===== config.mk =====
export PLATFORM = sky130hd
export DESIGN_NAME = fp32_mul_seq
export DESIGN_NICKNAME = d
export VERILOG_FILES = /design/src/rtl/fp32_pkg.sv /design/src/rtl/operand_analyzer.sv /design/src/rtl/fp32_mul_seq.sv
export SDC_FILE = /design/constraint.sdc
export NUM_CORES = 1
export LEC_CHECK = 0
export ABC_AREA = 1
export CAP_MARGIN = 15
export CORE_MARGIN = 2
export CORE_UTILIZATION = 60
export DETAILED_ROUTE_END_ITERATION = 12
export GPL_ROUTABILITY_DRIVEN = 0
export GPL_TIMING_DRIVEN = 0
export MAX_ROUTING_LAYER = met4
export PLACE_DENSITY = 0.82
export SYNTH_ARGS = -nofsm -noshare
export SYNTH_HDL_FRONTEND = slang
export SYNTH_SLANG_ARGS = --single-unit

===== constraint.sdc =====
create_clock -name clk -period 7.51 [get_ports clk]
set_input_delay 0.751 -clock clk [delete_from_list [all_inputs] [get_ports clk]]
set_output_delay 0.751 -clock clk [all_outputs]
set_load 0.1 [all_outputs]

===== src/rtl/fp32_pkg.sv =====
// Shared IEEE-754 single-precision definitions for the real_mul datapath.
package fp32_pkg;
  localparam int EXP_W  = 8;
  localparam int FRAC_W = 23;
  localparam int BIAS   = 127;
  localparam logic [EXP_W-1:0] EXP_MAX    = 8'hFF;
  localparam logic [31:0]      QNAN_CANON = 32'h7FC0_0000;

  // Bit positions within the 4-bit {invalid, overflow, underflow, inexact} flag word
  localparam int FLG_INVALID   = 3;
  localparam int FLG_OVERFLOW  = 2;
  localparam int FLG_UNDERFLOW = 1;
  localparam int FLG_INEXACT   = 0;

  typedef enum logic [1:0] {
    IDLE = 2'd0,
    MUL  = 2'd1,
    NORM = 2'd2,
    DONE = 2'd3
  } state_t;
endpackage


===== src/rtl/operand_analyzer.sv =====
// Combinational classifier for one IEEE-754 single operand; denormals report as zero.
module operand_analyzer
  import fp32_pkg::*;
(
  input  logic [31:0]       op_i,
  output logic              sign_o,
  output logic [EXP_W-1:0]  exp_o,
  output logic [FRAC_W:0]   mant_o,
  output logic              is_zero_o,
  output logic              is_inf_o,
  output logic              is_nan_o,
  output logic              is_snan_o
);
  logic [FRAC_W-1:0] frac;

  assign sign_o    = op_i[31];
  assign exp_o     = op_i[30:23];
  assign frac      = op_i[22:0];
  assign mant_o    = {1'b1, frac};
  assign is_zero_o = (exp_o == '0);
  assign is_inf_o  = (exp_o == EXP_MAX) && (frac == '0);
  assign is_nan_o  = (exp_o == EXP_MAX) && (frac != '0);
  assign is_snan_o = is_nan_o && !frac[FRAC_W-1];
endmodule


===== src/rtl/fp32_mul_seq.sv =====
// Sequential fp32 multiplier: special cases resolve at accept, normal operands go
// through an iterative shift-add mantissa multiply, then normalise/round/pack.
module fp32_mul_seq
  import fp32_pkg::*;
#(
  parameter int          BITS_PER_CYCLE = 1,
  parameter logic [31:0] QNAN_CANON     = fp32_pkg::QNAN_CANON
) (
  input  logic        clk,
  input  logic        rst_n,
  input  logic        in_valid,
  output logic        in_ready,
  input  logic [31:0] a,
  input  logic [31:0] b,
  output logic        out_valid,
  input  logic        out_ready,
  output logic [31:0] result,
  output logic [3:0]  flags,
  output logic        busy
);
  localparam int         CYCLES   = 24 / BITS_PER_CYCLE;
  localparam logic [4:0] CNT_LAST = 5'(CYCLES - 1);

  logic               sa, sb, za, zb, ia, ib, na, nb, sna, snb;
  logic [EXP_W-1:0]   ea, eb;
  logic [FRAC_W:0]    ma, mb;

  operand_analyzer u_ana_a (.op_i(a), .sign_o(sa), .exp_o(ea), .mant_o(ma),
    .is_zero_o(za), .is_inf_o(ia), .is_nan_o(na), .is_snan_o(sna));
  operand_analyzer u_ana_b (.op_i(b), .sign_o(sb), .exp_o(eb), .mant_o(mb),
    .is_zero_o(zb), .is_inf_o(ib), .is_nan_o(nb), .is_snan_o(snb));

  state_t             state_q, state_d;
  logic [4:0]         cnt_q, cnt_d;
  logic [47:0]        acc_q, acc_d, mcand_q, mcand_d;
  logic [23:0]        mplier_q, mplier_d;
  logic signed [9:0]  exp_q, exp_d;
  logic               sign_q, sign_d;
  logic [31:0]        result_q, result_d;
  logic [3:0]         flags_q, flags_d;
  logic [35:0]        packed_norm;
  logic               special, sign_in;

  // Normalise, round-to-nearest-even and range check; returns {flags, result}.
  function automatic logic [35:0] norm_round(input logic [47:0] p,
                                             input logic signed [9:0] e_in,
                                             input logic s);
    logic [22:0]       mant;
    logic              g, st, inc, carry;
    logic signed [9:0] e;
    logic [3:0]        f;
    logic [31:0]       r;
    e = e_in;
    if (p[47]) begin
      mant = p[46:24]; g = p[23]; st = |p[22:0]; e = e + 10'sd1;
    end else begin
      mant = p[45:23]; g = p[22]; st = |p[21:0];
    end
    inc = g && (st || mant[0]);
    {carry, mant} = {1'b0, mant} + {23'd0, inc};
    if (carry) e = e + 10'sd1;
    f = '0;
    f[FLG_INEXACT] = g | st;
    if (e >= 10'sd255) begin
      r = {s, EXP_MAX, 23'd0};
      f[FLG_OVERFLOW] = 1'b1; f[FLG_INEXACT] = 1'b1;
    end else if (e <= 10'sd0) begin
      r = {s, 31'd0};
      f[FLG_UNDERFLOW] = 1'b1; f[FLG_INEXACT] = 1'b1;
    end else begin
      r = {s, e[7:0], mant};
    end
    return {f, r};
  endfunction

  assign special     = na | nb | ia | ib | za | zb;
  assign sign_in     = sa ^ sb;
  assign packed_norm = norm_round(acc_q, exp_q, sign_q);

  always_comb begin
    state_d  = state_q;
    cnt_d    = cnt_q;
    acc_d    = acc_q;
    mcand_d  = mcand_q;
    mplier_d = mplier_q;
    exp_d    = exp_q;
    sign_d   = sign_q;
    result_d = result_q;
    flags_d  = flags_q;
    unique case (state_q)
      IDLE: if (in_valid) begin
        sign_d   = sign_in;
        exp_d    = $signed({2'b00, ea}) + $signed({2'b00, eb}) - 10'sd127;
        acc_d    = '0;
        mcand_d  = {24'd0, ma};
        mplier_d = mb;
        cnt_d    = '0;
        if (special) begin
          flags_d = '0;
          if (na || nb) begin
            result_d = QNAN_CANON;
            flags_d[FLG_INVALID] = sna | snb;
          end else if ((ia && zb) || (za && ib)) begin
            result_d = QNAN_CANON;
            flags_d[FLG_INVALID] = 1'b1;
          end else if (ia || ib) begin
            result_d = {sign_in, EXP_MAX, 23'd0};
          end else begin
            result_d = {sign_in, 31'd0};
          end
          state_d = DONE;
        end else begin
          state_d = MUL;
        end
      end
      MUL: begin
        for (int i = 0; i < BITS_PER_CYCLE; i++)
          if (mplier_q[i]) acc_d = acc_d + (mcand_q << i);
        mcand_d  = mcand_q << BITS_PER_CYCLE;
        mplier_d = mplier_q >> BITS_PER_CYCLE;
        if (cnt_q == CNT_LAST) begin
          cnt_d   = '0;
          state_d = NORM;
        end else begin
          cnt_d = cnt_q + 5'd1;
        end
      end
      NORM: begin
        flags_d  = packed_norm[35:32];
        result_d = packed_norm[31:0];
        state_d  = DONE;
      end
      DONE: if (out_ready) state_d = IDLE;
      default: state_d = IDLE;
    endcase
  end

  always_ff @(posedge clk or negedge rst_n) begin
    if (!rst_n) begin
      state_q  <= IDLE;
      cnt_q    <= '0;
      acc_q    <= '0;
      mcand_q  <= '0;
      mplier_q <= '0;
      exp_q    <= '0;
      sign_q   <= 1'b0;
      result_q <= '0;
      flags_q  <= '0;
    end else begin
      state_q  <= state_d;
      cnt_q    <= cnt_d;
      acc_q    <= acc_d;
      mcand_q  <= mcand_d;
      mplier_q <= mplier_d;
      exp_q    <= exp_d;
      sign_q   <= sign_d;
      result_q <= result_d;
      flags_q  <= flags_d;
    end
  end

  assign in_ready  = (state_q == IDLE);
  assign out_valid = (state_q == DONE);
  assign busy      = (state_q != IDLE);
  assign result    = result_q;
  assign flags     = flags_q;
endmodule


== Word level (Yosys, flattened, before mapping) ==
Index checks and enable logic that the tools add are counted.
W data, S select, Z words.
Operators by class
  add/subtract/negate cells: 7
  order comparisons: 2
  equality and inequality tests: 11
  mux-type cells: 37
  bitwise logic cells: 8
  reductions and logical operators: 32
Operators with widths (count)
  $pmux W48 S2: 2
  $mux W48: 3
  $mux W32: 4
  $mux W31: 3
  $pmux W32 S2: 1
  $add A48 B48 Y48: 1
  $pmux W24 S2: 1
  $logic_not A23 Y1: 2
  $reduce_bool A23 Y1: 2
  $add A23 B1 Y24: 1
  $mux W24: 1
  $mux W23: 1
  $reduce_or A23 Y1: 1
  $reduce_or A22 Y1: 1
  $add A10 B2 Y10 const B: 2
  $mux W10: 2
  $eq A8 B8 Y1 const B: 2
  $logic_not A8 Y1: 2
  $ge A10 B9 Y1 const B: 1
  $le A10 B1 Y1 const B: 1
  $mux W2: 5
  $mux W5: 2
  $pmux W5 S2: 1
  $sub A9 B7 Y10 const B: 1
  20 further kinds: 54
Word-level totals
  flip-flop bits (word level): 174
  input bits: 68
  output and inout bits: 39
  word-level logic and storage cells: 106

== Logic depth before layout (Yosys ltp) ==
  depth after elaboration: 10
  mapped depth: 20
  mapped depth without buffers: 20

== Hierarchy ==
From an unflattened synthesis, not the netlist that was laid out.
Unflattened totals
  cell total of the unflattened synthesis: 1902
  area total of the unflattened synthesis: 13087.6 sq um
Modules (own cells, without submodules)
  fp32_mul_seq: instances 1, cells each 1766, area each 12294.3 sq um, sequential area each 4354.2 sq um
  operand_analyzer: instances 2, cells each 68, area each 396.6 sq um, sequential area each 0.0 sq um

== Worst setup path before layout ==
Ideal clock, no wire load.
  kind: register to register
  start: reg state_q[0]
  end: reg acc_q[12]
  library setup time: 0.096 ns
  data arrival time: 3.391 ns
  data required time: 7.414 ns
  path slack: 4.023 ns
  cell stages (with the launch flop): 10
  buffers on the path: 1
  clock period less this slack: 3.487 ns
  cell sequence: dfrtp_1 > inv_1 > ha_1 > inv_1 > a21oi_1 > a21oi_1 > clkinv_1 > clkbuf_1 > nand2_1 > o31ai_1
Between the ends
  cells in the longest elaborated chain, start to end: 3
  elaborated cells on any way between the ends: 7
  those cells by class: 3 x eq/ne; 1 x mux; 3 x reduce/logical
RTL lines
  start: declaration: RTL line fp32_mul_seq.sv:33  | state_t state_q, state_d;
  start signal: assignment: RTL line fp32_mul_seq.sv:150  | state_q <= state_d;
  $logic_not A2 Y1 *
  via in_ready: RTL line fp32_mul_seq.sv:12  | output logic in_ready,
  $ne A2 B2 Y1 (no line) or $reduce_bool A2 Y1 (tied branches)
  $reduce_and A3 Y1 (no line)
  end signal: assignment: RTL line fp32_mul_seq.sv:142  | acc_q <= '0;
  end signal: assignment: RTL line fp32_mul_seq.sv:152  | acc_q <= acc_d;
  end: declaration: RTL line fp32_mul_seq.sv:35  | logic [47:0] acc_q, acc_d, mcand_q, mcand_d;
Mark *: on every way through the listed nets, which the timed path passes. The rest lies on a longest branch.
A chain may end at the register's enable or synchronous reset.

== Final worst setup path ==
  start: in in_valid
  end: reg acc_q[37]
Between the ends
  cells in the longest elaborated chain, start to end: 2
RTL lines
  start: declaration: RTL line fp32_mul_seq.sv:11  | input logic in_valid,
  $ne A2 B2 Y1 (no line)
  $reduce_and A3 Y1 (no line)
No other way between the ends.

==> impl_results.rst <==
.. list-table::
   :header-rows: 1

   * - Metric
     - Value
   * - Clock slew at the register clock pins of the worst setup and hold paths
     - 0.07 ns
   * - WL per Instance
     - 15.8 um
   * - Multi-input gate area in the final layout
     - 7220 um2
   * - Row cnt
     - 53
   * - CTS Buffer Depth
     - 2
   * - Antenna diode count
     - 0
   * - Area growth from synthesis to layout
     - 16.0%
   * - Ratio of cells with drive above 1 in the final layout
     - 0.0449
   * - Width of the chip
     - 149 um
   * - Category of the most critical setup path
     - primary input to register
   * - Count of antenna-violating nets left after detailed routing
     - 0
   * - Finish-stage setup viols
     - 0
   * - Worst-path cell with the longest stage delay
     - a21oi_1
   * - Count of warnings emitted by yosys
     - 0
   * - DR pass1 iterations
     - 5
   * - Run status
     - finished, final reports clean
   * - CTS buffer count
     - 17
   * - Clk root buf
     - clkbuf_16
   * - IO Pins
     - 107
   * - Quantity of hold-fixing buffers added after cts
     - 0
   * - Grt ovf
     - 0
   * - Synthesized area divided by synthesized cell count
     - 6.85 um2
   * - DRT Wirelength
     - 35,700 um
   * - Post-synthesis instance total
     - 1,843
   * - Power Density
     - 448 nW/um2
   * - Net total in the final layout
     - 2,109
   * - Shortest clock period the worst path allows after layout
     - 3.34 ns
   * - Finished Core Util
     - 0.704
   * - Via count normalized by instance count
     - 5.74
   * - Crit end category
     - register
   * - Count of endpoints failing hold in the final timing report
     - 0
   * - Antenna violations before repair
     - 0
   * - Prevailing post-synth register cell
     - dfrtp_1
   * - Max IR drop VDD
     - 295 uV
   * - Number of synthesized flops with an enable pin
     - 0
   * - Leading post-synthesis cells by instance count
     - 542 x nand2_1, 208 x inv_1, 199 x nor2_1
   * - Fraction of synthesized cell area taken by the top area cell type
     - 0.345
   * - Core Footprint
     - 20,800 um2
   * - Remaining max-slew budget at the tightest pin
     - 0.316
   * - Number of global-route vias before repair
     - 12,200
   * - Crit start category
     - primary input
   * - Unrepaired setup endpoints after global routing
     - no
   * - DPL Wire Length
     - 28,300 um
   * - Number of max-slew violations in the final report
     - 0
   * - FF+latch area
     - 4350 um2
   * - FF+latch count, synth
     - 174
   * - Overall track demand over capacity in global routing
     - 0.337
   * - Max-cap check violation count
     - 0
   * - Final period util
     - 0.445
   * - Upper clock frequency limit
     - 299 MHz
   * - Arrival @ worst endpoint
     - 3.67 ns
   * - Leakage power of the design
     - 0.00700 uW
   * - Largest stage delay, worst path
     - 0.73 ns
   * - Largest net degree at the start of global routing
     - 94
   * - Final TNS setup
     - 0 ns
   * - Count of different cell masters after synthesis
     - 50
   * - Die boundary height
     - 149 um
   * - Area of the die
     - 22,200 um2
   * - Post-synthesis cell type with the largest combined area
     - dfrtp_1
   * - Iteration-0 DRC count of the detailed router
     - 979
   * - Slew at the pin closest to its max-slew limit
     - 1.02 ns
   * - Worst hold-check slack
     - 0.287 ns
   * - Cells traversed along the worst timing path
     - clkdlybuf4s50_1 -> nand2_1 -> inv_1 -> a21oi_1 -> a21oi_1 -> clkinv_1 -> clkbuf_1 -> nand2_1 -> nand2_1
   * - Clock insertion delay at the later pin of the skew report
     - 0.44 ns
   * - Number of remaining DRC errors
     - 0
   * - Top post-synthesis cells by area
     - dfrtp_1 34%, nand2_1 16%, ha_1 6.9%
   * - Fraction of synthesis flops using an asynchronous set or reset pin
     - 1.00
   * - Critical path required time
     - 7.84 ns
   * - TritonCTS clock tree
     - built
   * - Largest driver fanout on the critical path
     - 10
   * - Reg2reg path depth
     - 10
   * - Number of input and output port buffers inserted
     - 106
   * - Final design area excluding fillers
     - 14,700 um2
   * - Number of sinks driven by the clock tree
     - 174
   * - Via count
     - 13,000
   * - Fin Clk Skew
     - 0.00893 ns
   * - Resize count post-CTS
     - 0
   * - Synthesized net count
     - 1,983
   * - Sum of internal, switching and leakage power
     - 6560 uW
   * - Area after detailed placement
     - 14,100 um2
   * - Effective utilization at floorplan
     - 0.607
   * - Filler cells
     - 1,760
   * - Syn Std Cell Area
     - 12,600 um2
   * - First-pass GRT wire length
     - 58,300 um
   * - Setup fix buffers added after clock tree synthesis
     - 0
   * - Dominant cell type by count on the critical path
     - nand2_1
   * - Part of the Yosys area used for sequential elements
     - 0.345
   * - Cell with the most instances after synthesis
     - nand2_1
   * - Number of levels the H-tree was split into
     - 4
   * - Classification of the worst-slack hold path
     - primary input to async pin
## flip-flops by register name, summed over array words and instances, names as in the netlist
name	count
acc_q	48
cnt_q	5
exp_q	10
flags	4
mcand_q	48
mplier_q	24
result	32
sign_q	1
state_q	2
## through the flow
step,std cells,setup WS [ns]
after floorplan,1843,4.02
after global placement,2224,-1.35
after detailed placement,2225,3.79
after CTS,2257,4.23
after global routing,2257,3.87
final,2257,4.17
## worst max-delay path, delay by kind of cell
family	cells	cell delay (ns)
AO/OA/AOI/OAI	2	0.91
buffers and inverters	4	1.67
AND/OR/NAND/NOR	3	0.32
## placed cells by master, fill, tap and decap left out, drive strengths merged, types with 28 or more instances in the layout
cell type and count:
clkbuf 54, dfrtp 174, nand4 28, nor2 213, o22ai 31, o21ai 119
a21oi 102, ha 70, inv 222, clkdlybuf4s50 105, a31oi 60, nand3 86
nand2 552
## cell families (layout without fill, tap and decap cells)
kind of cell | after synthesis | count (layout) | share of synthesized area
xor+xnor | 22 | 22 | 0.0153
buf+inv | 267 | 406 | 0.0839
fa+ha+maj | 72 | 72 | 0.0725
flops | 174 | 174 | 0.345
compound gates | 361 | 361 | 0.164
simple gates | 947 | 947 | 0.320
## final timing paths
check / to / slack [ns] / start
hold / removal: mcand_q[42] / 0.29 / rst_n
setup / recovery: acc_q[37] / 4.17 / in_valid
min in group clk: result[16] / 0.48 / result[16]
max in group asynchronous: state_q[0] / 6.34 / rst_n
setup reg to reg: acc_q[37] / 4.17 / state_q[0]
hold reg to reg: result[16] / 0.48 / result[16]
## cell type report
cell class              count  area share
clock buffers              18      0.0300
multi-input cells        1402       0.492
flip-flops and latches    174       0.297
clock inverters            14      0.0102
plain buffers              50      0.0167
inverters                 217      0.0556
well taps                 275      0.0235
repair buffers            107      0.0746
## power breakdown
part	total [uW]	leakage [uW]	switching, uW	internal, uW
registers	1660	0.00222	321	1340
logic	3990	0.00449	2820	1170
clock network	905	0.000287	426	479
## metal layers
metal,global-route usage,part of all wire
met1,0.424,0.42
met2,0.541,0.46
met3,0.0480,0.072
met4,0.156,0.042
met5,-,0
Note: power is estimated with default switching activity, not from simulation.
